`src/rtl/hilo_div_ctrl_pkg.sv`:
```
// Shared types and defaults for the HI/LO divide sequencer.
// Timeout defaults exist only when DIV_TIMEOUT_EN is defined.
package hilo_div_ctrl_pkg;

    localparam int unsigned DIV_WIDTH = 32;

`ifdef DIV_TIMEOUT_EN
    localparam int unsigned DIV_TIMEOUT_CYCLES = 40;
    localparam int unsigned DIV_CNT_W          = 6;
`endif

    typedef enum logic [1:0] {
        ST_IDLE  = 2'd0,
        ST_ISSUE = 2'd1,
        ST_WAIT  = 2'd2
    } div_state_e;

endpackage

```
`src/rtl/hilo_regs.sv`:
```
// HI/LO architectural register pair: MTHI/MTLO write port plus divide-result
// commit port; a commit wins over an MT write in the same cycle.
module hilo_regs
    import hilo_div_ctrl_pkg::*;
#(
    parameter int unsigned WIDTH = DIV_WIDTH
) (
    input  logic             clk,
    input  logic             rst_ni,
    input  logic             mt_hi_we_i,
    input  logic             mt_lo_we_i,
    input  logic [WIDTH-1:0] mt_data_i,
    input  logic             commit_i,
    input  logic [WIDTH-1:0] commit_hi_i,
    input  logic [WIDTH-1:0] commit_lo_i,
    output logic [WIDTH-1:0] hi_o,
    output logic [WIDTH-1:0] lo_o
);

    logic [WIDTH-1:0] hi_q, hi_d;
    logic [WIDTH-1:0] lo_q, lo_d;

    always_comb begin
        hi_d = hi_q;
        lo_d = lo_q;
        if (commit_i) begin
            hi_d = commit_hi_i;
            lo_d = commit_lo_i;
        end else begin
            if (mt_hi_we_i) hi_d = mt_data_i;
            if (mt_lo_we_i) lo_d = mt_data_i;
        end
    end

    always_ff @(posedge clk) begin
        if (!rst_ni) begin
            hi_q <= '0;
            lo_q <= '0;
        end else begin
            hi_q <= hi_d;
            lo_q <= lo_d;
        end
    end

    assign hi_o = hi_q;
    assign lo_o = lo_q;

endmodule

```
`src/rtl/hilo_div_ctrl.sv`:
```
// Sequencer between the control unit and the multicycle signed divider; owns HI/LO.
// Optional WAIT timeout watchdog is built when DIV_TIMEOUT_EN is defined.
module hilo_div_ctrl
    import hilo_div_ctrl_pkg::*;
#(
    parameter int unsigned WIDTH = DIV_WIDTH
`ifdef DIV_TIMEOUT_EN
    ,
    parameter int unsigned TIMEOUT_CYCLES = DIV_TIMEOUT_CYCLES,
    parameter int unsigned CNT_W          = DIV_CNT_W
`endif
) (
    input  logic             clk,
    input  logic             reset,
    input  logic             op_valid,
    output logic             op_ready,
    input  logic [WIDTH-1:0] op_a,
    input  logic [WIDTH-1:0] op_b,
    output logic             busy,
    input  logic             hi_we,
    input  logic             lo_we,
    input  logic [WIDTH-1:0] wdata,
    output logic [WIDTH-1:0] hi,
    output logic [WIDTH-1:0] lo,
    output logic             div0_exc,
    output logic             div_timeout,
    output logic [WIDTH-1:0] div_a,
    output logic [WIDTH-1:0] div_b,
    output logic             div_start,
    input  logic [WIDTH-1:0] div_quotient,
    input  logic [WIDTH-1:0] div_remainder,
    input  logic             div_done,
    input  logic             div_by_zero
);

    div_state_e       state_q;
    logic             op_ready_q;
    logic             busy_q;
    logic             div_start_q;
    logic             div0_exc_q;
    logic [WIDTH-1:0] div_a_q;
    logic [WIDTH-1:0] div_b_q;
    logic             commit;
    logic             mt_hi_we;
    logic             mt_lo_we;

    // MT writes only land while idle; the result commit needs a clean done.
    assign mt_hi_we = hi_we & (state_q == ST_IDLE);
    assign mt_lo_we = lo_we & (state_q == ST_IDLE);
    assign commit   = (state_q == ST_WAIT) & div_done & ~div_by_zero;

`ifdef DIV_TIMEOUT_EN
    logic [CNT_W-1:0] cnt_q;
    logic             div_timeout_q;
`endif

    always_ff @(posedge clk) begin
        if (!reset) begin
            state_q     <= ST_IDLE;
            op_ready_q  <= 1'b1;
            busy_q      <= 1'b0;
            div_start_q <= 1'b0;
            div0_exc_q  <= 1'b0;
            div_a_q     <= '0;
            div_b_q     <= '0;
`ifdef DIV_TIMEOUT_EN
            cnt_q         <= '0;
            div_timeout_q <= 1'b0;
`endif
        end else begin
            div_start_q <= 1'b0;
            div0_exc_q  <= 1'b0;
`ifdef DIV_TIMEOUT_EN
            div_timeout_q <= 1'b0;
`endif
            case (state_q)
                ST_IDLE: begin
                    if (op_valid) begin
                        div_a_q     <= op_a;
                        div_b_q     <= op_b;
                        div_start_q <= 1'b1;
                        op_ready_q  <= 1'b0;
                        busy_q      <= 1'b1;
                        state_q     <= ST_ISSUE;
                    end
                end
                // Divider outputs are stale from the previous op here.
                ST_ISSUE: begin
                    state_q <= ST_WAIT;
`ifdef DIV_TIMEOUT_EN
                    cnt_q   <= '0;
`endif
                end
                ST_WAIT: begin
                    if (div_done) begin
                        div0_exc_q <= div_by_zero;
                        op_ready_q <= 1'b1;
                        busy_q     <= 1'b0;
                        state_q    <= ST_IDLE;
                    end
`ifdef DIV_TIMEOUT_EN
                    else if (cnt_q == CNT_W'(TIMEOUT_CYCLES - 1)) begin
                        div_timeout_q <= 1'b1;
                        op_ready_q    <= 1'b1;
                        busy_q        <= 1'b0;
                        state_q       <= ST_IDLE;
                    end else if (cnt_q != {CNT_W{1'b1}}) begin
                        cnt_q <= cnt_q + 1'b1;
                    end
`endif
                end
                default: begin
                    op_ready_q <= 1'b1;
                    busy_q     <= 1'b0;
                    state_q    <= ST_IDLE;
                end
            endcase
        end
    end

    hilo_regs #(
        .WIDTH(WIDTH)
    ) u_hilo_regs (
        .clk        (clk),
        .rst_ni     (reset),
        .mt_hi_we_i (mt_hi_we),
        .mt_lo_we_i (mt_lo_we),
        .mt_data_i  (wdata),
        .commit_i   (commit),
        .commit_hi_i(div_remainder),
        .commit_lo_i(div_quotient),
        .hi_o       (hi),
        .lo_o       (lo)
    );

    assign op_ready  = op_ready_q;
    assign busy      = busy_q;
    assign div_start = div_start_q;
    assign div0_exc  = div0_exc_q;
    assign div_a     = div_a_q;
    assign div_b     = div_b_q;

`ifdef DIV_TIMEOUT_EN
    assign div_timeout = div_timeout_q;
`else
    assign div_timeout = 1'b0;
`endif

endmodule
```
`config.mk`:
```
export PLATFORM = sky130hd
export DESIGN_NAME = hilo_div_ctrl
export DESIGN_NICKNAME = d
export VERILOG_FILES = /design/src/rtl/hilo_div_ctrl_pkg.sv /design/src/rtl/hilo_regs.sv /design/src/rtl/hilo_div_ctrl.sv
export SDC_FILE = /design/constraint.sdc
export NUM_CORES = 1
export LEC_CHECK = 0
export ABC_AREA = 1
export CAP_MARGIN = 20
export CORE_UTILIZATION = 44
export CTS_CLUSTER_DIAMETER = 60
export DETAILED_ROUTE_END_ITERATION = 8
export GPL_TIMING_DRIVEN = 0
export HOLD_SLACK_MARGIN = 0.03
export PLACE_DENSITY = 0.86
export SLEW_MARGIN = 30
export SYNTH_ARGS = -nofsm -noshare
export SYNTH_HDL_FRONTEND = slang
export SYNTH_SLANG_ARGS = --single-unit
```
`constraint.sdc`:
```
create_clock -name clk -period 2.7 [get_ports clk]
set_clock_uncertainty 0.05 [all_clocks]
set_input_delay 0.54 -clock clk [delete_from_list [all_inputs] [get_ports clk]]
set_output_delay 0.54 -clock clk [all_outputs]
set_load 0.02 [all_outputs]
```
==> results.py, run 1 <==
metrics = {
    "status": {
        "run_status": "finished clean",
    },
    "power": {
        "p_leak_nw": 4.32,
        "seqPwrFrac": 0.375,
        "ir_worst_vdd_v": 0.000430,
        "netSwitchingPower_mw": 1.78,
        "p_int_mw": 4.24,
        "p_per_area_nw_per_um2": 609,
        "p_clk_frac": 0.374,
        "sw_frac_of_total": 0.296,
        "combPwrFrac": 0.251,
    },
    "critical_path": {
        "cp_slowest_cell": "clkdlybuf4s50_1",
        "critical_path_buf_inv_count": 1,
        "end_kind": "output pin",
        "required_ns": 2.11,
        "reg2reg_depth": 8,
        "reg2reg_slack_ns": 1.16,
        "path_class": "reg -> out",
        "crit_path_max_incr_delay_ns": 0.65,
        "rr_startpoint": "state_q[0]",
        "crit_fanout": 2,
        "path_delay_family": "buffers and inverters",
        "crit_chain": "clkdlybuf4s50_1",
        "start_kind": "flip-flop",
        "critical_path_arrival_ns": 1.42,
        "r2r-end": "u_hilo_regs.lo_o[9]",
    },
    "cts": {
        "cts_setup_buffers": 0,
        "clk_pin_slew_ns": 0.06,
        "cts_resized": 0,
        "cts_tree": "built",
        "insertion_delay_ns": 0.42,
        "htree_levels": 4,
        "clockRootBuffer": "clkbuf_16",
        "clock_sinks": 134,
        "cts_max_path_buffers": 2,
        "hold_buffers": 0,
        "cts_buffers": 17,
    },
    "cells_and_area": {
        "final_util": 0.738,
        "drive_above_1_share": 0.0876,
        "num_antenna_cells": 0,
        "final_common_cell": "clkdlybuf4s50_1",
        "syn_to_final_growth_pct": 61.3,
        "fin_nets": 1352,
        "final_cell_mix": "clkdlybuf4s50_1, nor2_1, nand2_1",
    },
    "synthesis": {
        "synthDominantCellAreaShare": 0.438,
        "synth_xor_area_frac": 0,
        "synth_area_um2": 6130,
        "synth-compound-area-share": 0.0845,
        "synth_top_family_by_area": "simple AND/OR/NAND/NOR gates",
        "synthAdderAreaFrac": 0,
        "seq_area_frac_synth": 0.438,
        "avgSynthCellArea_um2": 7.04,
        "synth_seq_cells": 134,
        "ys_top_cells_by_area": "dfxtp_1, nor2_1, nand2_1",
        "synth_cells": 870,
        "syn_nets": 1037,
        "ys_types": 24,
        "ys_warn_count": 0,
        "yosys.area.top_type": "dfxtp_1",
        "synthSimpleGateAreaFrac": 0.388,
        "synth_mux_area_frac": 0,
    },
    "sta": {
        "slew_headroom": 0.544,
        "tns_ns": 0,
        "setup_violations": 0,
        "min_period_ns": 2.01,
        "drv_slew": 0,
        "fmax_mhz": 498,
        "tightestPinTransition_ns": 0.684,
        "hold_viol": 0,
        "rsz0062_at_grt": "no",
        "finalCritPeriodShare": 0.744,
    },
    "drt": {
        "routed_wl_mm": 21.5,
        "first_pass_iters": 5,
        "drc": 0,
        "via_per_inst": 4.99,
        "wl_per_cell_um": 15.6,
        "vias": 6853,
        "ant_nets": 0,
        "drt_iter0_markers": 433,
    },
    "global_route": {
        "grt_pass1_wl_mm": 33.3,
        "globalRouteOverflowTotal": 0,
        "grtUsageTotal": 0.300,
        "grt_max_degree": 17,
        "grt_antenna_before_repair": 2,
        "grt_pass1_vias": 6458,
    },
    "floorplanning": {
        "initial_core_util": 0.457,
        "boundaryPins": 300,
        "placeableCoreArea_um2": 13400,
        "die_w_um": 120,
        "die_h_um": 120,
        "rows": 42,
        "die_area_um2": 14400,
    },
    "flow_run": {
        "maxCapViolCount": 0,
    },
    "place": {
        "globalplace.congestion": 0.919,
        "port_buffers": 296,
        "hpwl_mm": 16.2,
    },
    "min_path": {
        "hold_class": "reg -> reg",
        "min_delay_path_depth": 2,
        "worstHoldEndpoint": "busy",
        "min_from": "busy",
    },
}
==> layer usage <==
layer  track usage  routed length [µm]  vias up
met3        0.0798                1590       49
li1              -                   -     3406
met1         0.351                8750     3123
met4         0.127                 655        2
met5             0                  13        -
met2         0.513               10500      273
==> flip-flops by register name, indices dropped and copies added, names as in the netlist <==
register          cells
busy                  1
u_hilo_regs.hi_o     32
div_start             1
state_q               2
div_b                32
u_hilo_regs.lo_o     32
div_a                32
op_ready              1
div0_exc              1
==> area by class of cell <==
| type | instances | area (µm²) |
|---|---|---|
| Clock inverter | 13 | 123 |
| Fill cell | 1039 | 3510 |
| Buffer | 67 | 397 |
| Tap cell | 176 | 220 |
| Multi-Input combinational cell | 630 | 2900 |
| Inverter | 39 | 146 |
| Sequential cell | 134 | 2680 |
| Timing Repair Buffer | 296 | 2960 |
| Clock buffer | 19 | 453 |
==> synth_stat cells <==
master	count
buf_4	11
o211ai_1	1
clkbuf_1	19
buf_6	10
buf_2	22
nor2_1	206
nor3_1	1
nor2_2	21
dfxtp_1	134
o21ai_1	8
nand3b_1	64
o21ai_0	89
nand2_1	198
a21oi_1	2
nand2_2	2
inv_1	36
o21a_4	1
conb_1	1
clkbuf_2	1
nand4_1	33
nor2_4	2
nand3_1	1
buf_1	4
inv_2	3
==> power groups by stage <==
| stage | Clock, mW | Sequential, mW | Combinational [mW] |
|---|---|---|---|
| 6_report | 2.25 | 2.26 | 1.51 |
| 5_1_grt | 2.36 | 2.28 | 1.63 |
| 4_1_cts | 2.27 | 2.26 | 1.51 |
| 3_5_place_dp | 0 | 2.30 | 1.49 |
| 3_3_place_gp | 0 | 2.29 | 1.48 |
| 2_1_floorplan | 0 | 2.51 | 0.518 |
==> worst max-delay path by stage <==
stage | start | slack (ns) | cells past startpoint | endpoint
after CTS | div_a[15] | 0.67 | 1 | div_a[15]
final | div_a[8] | 0.69 | 1 | div_a[8]
after floorplan | div_done | 1.23 | 6 | u_hilo_regs.hi_o[10]
after detailed placement | div_by_zero | 0.55 | 8 | u_hilo_regs.hi_o[17]
after global routing | div_a[15] | 0.65 | 1 | div_a[15]
after global placement | div_by_zero | 0.59 | 8 | u_hilo_regs.hi_o[23]
==> kinds of logic (layout without fill, tap and decap cells) <==
| kind of cell | count (synthesis) | after routing |
|---|---|---|
| AND/OR/NAND/NOR | 528 | 528 |
| other | 1 | 1 |
| flip-flops | 134 | 134 |
| AO/OA/AOI/OAI | 101 | 101 |
| buffers and inverters | 106 | 434 |
==> per-stage QoR <==
| step | cell area (µm²) | power [mW] | hold slack, ns | cells | setup slack, ns |
|---|---|---|---|---|---|
| after detailed placement | 9310 | 3.79 | 0.416 | 1342 | 0.549 |
| final | 9890 | 6.02 | 0.424 | 1374 | 0.691 |
| after floorplan | 6130 | 3.03 | 0.486 | 870 | 1.23 |
| after CTS | 9890 | 6.03 | 0.431 | 1374 | 0.670 |
| after global routing | 9890 | 6.27 | 0.450 | 1374 | 0.653 |
| after global placement | 9310 | 3.76 | 0.399 | 1342 | 0.588 |
==> tightest hold or removal path: stages (launching register included) <==
cell     delay [ns]
dfxtp_1        0.31
nand2_1        0.06
a21oi_1        0.05
No activity file was read; power rests on OpenSTA's default activity.
==> run 2: changes to the inputs <==
CORE_UTILIZATION = 41   (was 44)
PLACE_DENSITY = 0.81   (was 0.86)
clock period = 2.1 ns   (was 2.7 ns; I/O delays follow)
==> results.py, run 2 (same netlist as run 1, synthesis figures left out) <==
metrics = {
    "cts": {
        "clockRootBuffer": "clkbuf_16",
        "cts_setup_buffers": 0,
        "htree_levels": 4,
        "cts_tree": "built",
        "clock_sinks": 134,
        "hold_buffers": 0,
        "cts_resized": 0,
        "cts_buffers": 17,
        "cts_max_path_buffers": 2,
        "insertion_delay_ns": 0.41,
        "clk_pin_slew_ns": 0.06,
    },
    "power": {
        "total_power_mw": 7.63,
        "ir_worst_vdd_v": 0.000517,
        "p_per_area_nw_per_um2": 773,
        "p_leak_nw": 4.31,
    },
    "floorplanning": {
        "rows": 44,
        "boundaryPins": 300,
        "placeableCoreArea_um2": 14500,
        "die_area_um2": 15400,
        "die_w_um": 124,
        "die_h_um": 124,
        "initial_core_util": 0.422,
    },
    "place": {
        "dpl-instance-area_um2": 9320,
        "hpwl_mm": 16.0,
        "globalplace.congestion": 0.882,
        "dp_cells": 1350,
        "place_ws_ns": 0.0677,
        "port_buffers": 296,
    },
    "cells_and_area": {
        "syn_to_final_growth_pct": 61.2,
        "num_antenna_cells": 0,
        "final_util": 0.680,
        "final_common_cell": "clkdlybuf4s50_1",
        "final_cells": 1382,
        "drive_above_1_share": 0.0868,
        "final_area_um2": 9880,
        "final_cell_mix": "clkdlybuf4s50_1, nor2_1, nand2_1",
        "fin_nets": 1352,
    },
    "critical_path": {
        "end_kind": "output pin",
        "cp_slowest_cell": "clkdlybuf4s50_1",
        "crit_fanout": 2,
        "path_delay_family": "buffers and inverters",
        "critical_path_arrival_ns": 1.42,
        "critical_path_buf_inv_count": 1,
        "crit_path_max_incr_delay_ns": 0.68,
        "required_ns": 1.63,
        "start_kind": "flip-flop",
        "path_class": "reg -> out",
        "crit_chain": "clkdlybuf4s50_1",
    },
    "drt": {
        "wl_per_cell_um": 15.2,
        "drc": 0,
        "ant_nets": 0,
        "drt_iter0_markers": 340,
        "via_per_inst": 4.90,
        "first_pass_iters": 5,
        "routed_wl_mm": 21.0,
        "vias": 6765,
    },
    "sta": {
        "min_period_ns": 1.89,
        "rsz0062_at_grt": "no",
        "setup_violations": 0,
        "holdWs_ns": 0.307,
        "fmax_mhz": 529,
        "drv_slew": 0,
        "slew_headroom": 0.569,
        "tightestPinTransition_ns": 0.646,
        "finalCritPeriodShare": 0.900,
        "tns_ns": 0,
        "hold_viol": 0,
        "postLayoutSetupSlackWorst_ns": 0.211,
    },
    "global_route": {
        "grt_pass1_vias": 6383,
        "grt_max_degree": 17,
        "globalRouteOverflowTotal": 0,
        "grt_antenna_before_repair": 0,
        "grt_pass1_wl_mm": 33.2,
        "grtUsageTotal": 0.272,
    },
    "status": {
        "run_status": "finished clean",
    },
    "min_path": {
        "hold_class": "in -> reg",
    },
    "flow_run": {
        "maxCapViolCount": 0,
    },
}
[run 2: changes by cell type in the layout (fill, tap and decap cells not counted), sizes merged]
| cell | before | now |
|---|---|---|
| clkinvlp | 4 | 3 |
| clkbuf | 39 | 38 |
| clkinv | 5 | 8 |
| inv | 42 | 41 |
[run 2: worst paths after layout]
check	startpoint	endpoint	slack, ns	cells after the start
setup reg to reg	state_q[0]	u_hilo_regs.lo_o[26]	0.42	7
hold reg to reg	busy	busy	0.43	2
setup / recovery	div_a[15]	div_a[15]	0.21	1
hold / removal	reset	div_a[27]	0.31	3
[run 2: layer usage]
layer	routed length, µm	share of wire	vias up	track usage
li1	-	-	3402	-
met1	8720	0.42	3034	0.324
met2	9940	0.47	280	0.445
met3	1570	0.075	49	0.0815
met4	760	0.036	0	0.133
met5	0	0	-	0
[run 2: cell type report]
| class | count | area (µm²) |
|---|---|---|
| fillers | 1279 | 4660 |
| well taps | 184 | 230 |
| multi-input cells | 630 | 2900 |
| clock inverters | 14 | 129 |
| flip-flops and latches | 134 | 2680 |
| repair buffers | 296 | 2960 |
| inverters | 39 | 146 |
| plain buffers | 67 | 397 |
| clock buffers | 18 | 429 |
[run 2: report_power, final]
part / internal [mW] / leakage (nW) / total [mW] / switching [mW]
Sequential: 2.78 / 1.11 / 2.90 / 0.113
Combinational: 0.962 / 2.93 / 1.94 / 0.973
Clock: 1.63 / 0.267 / 2.80 / 1.17
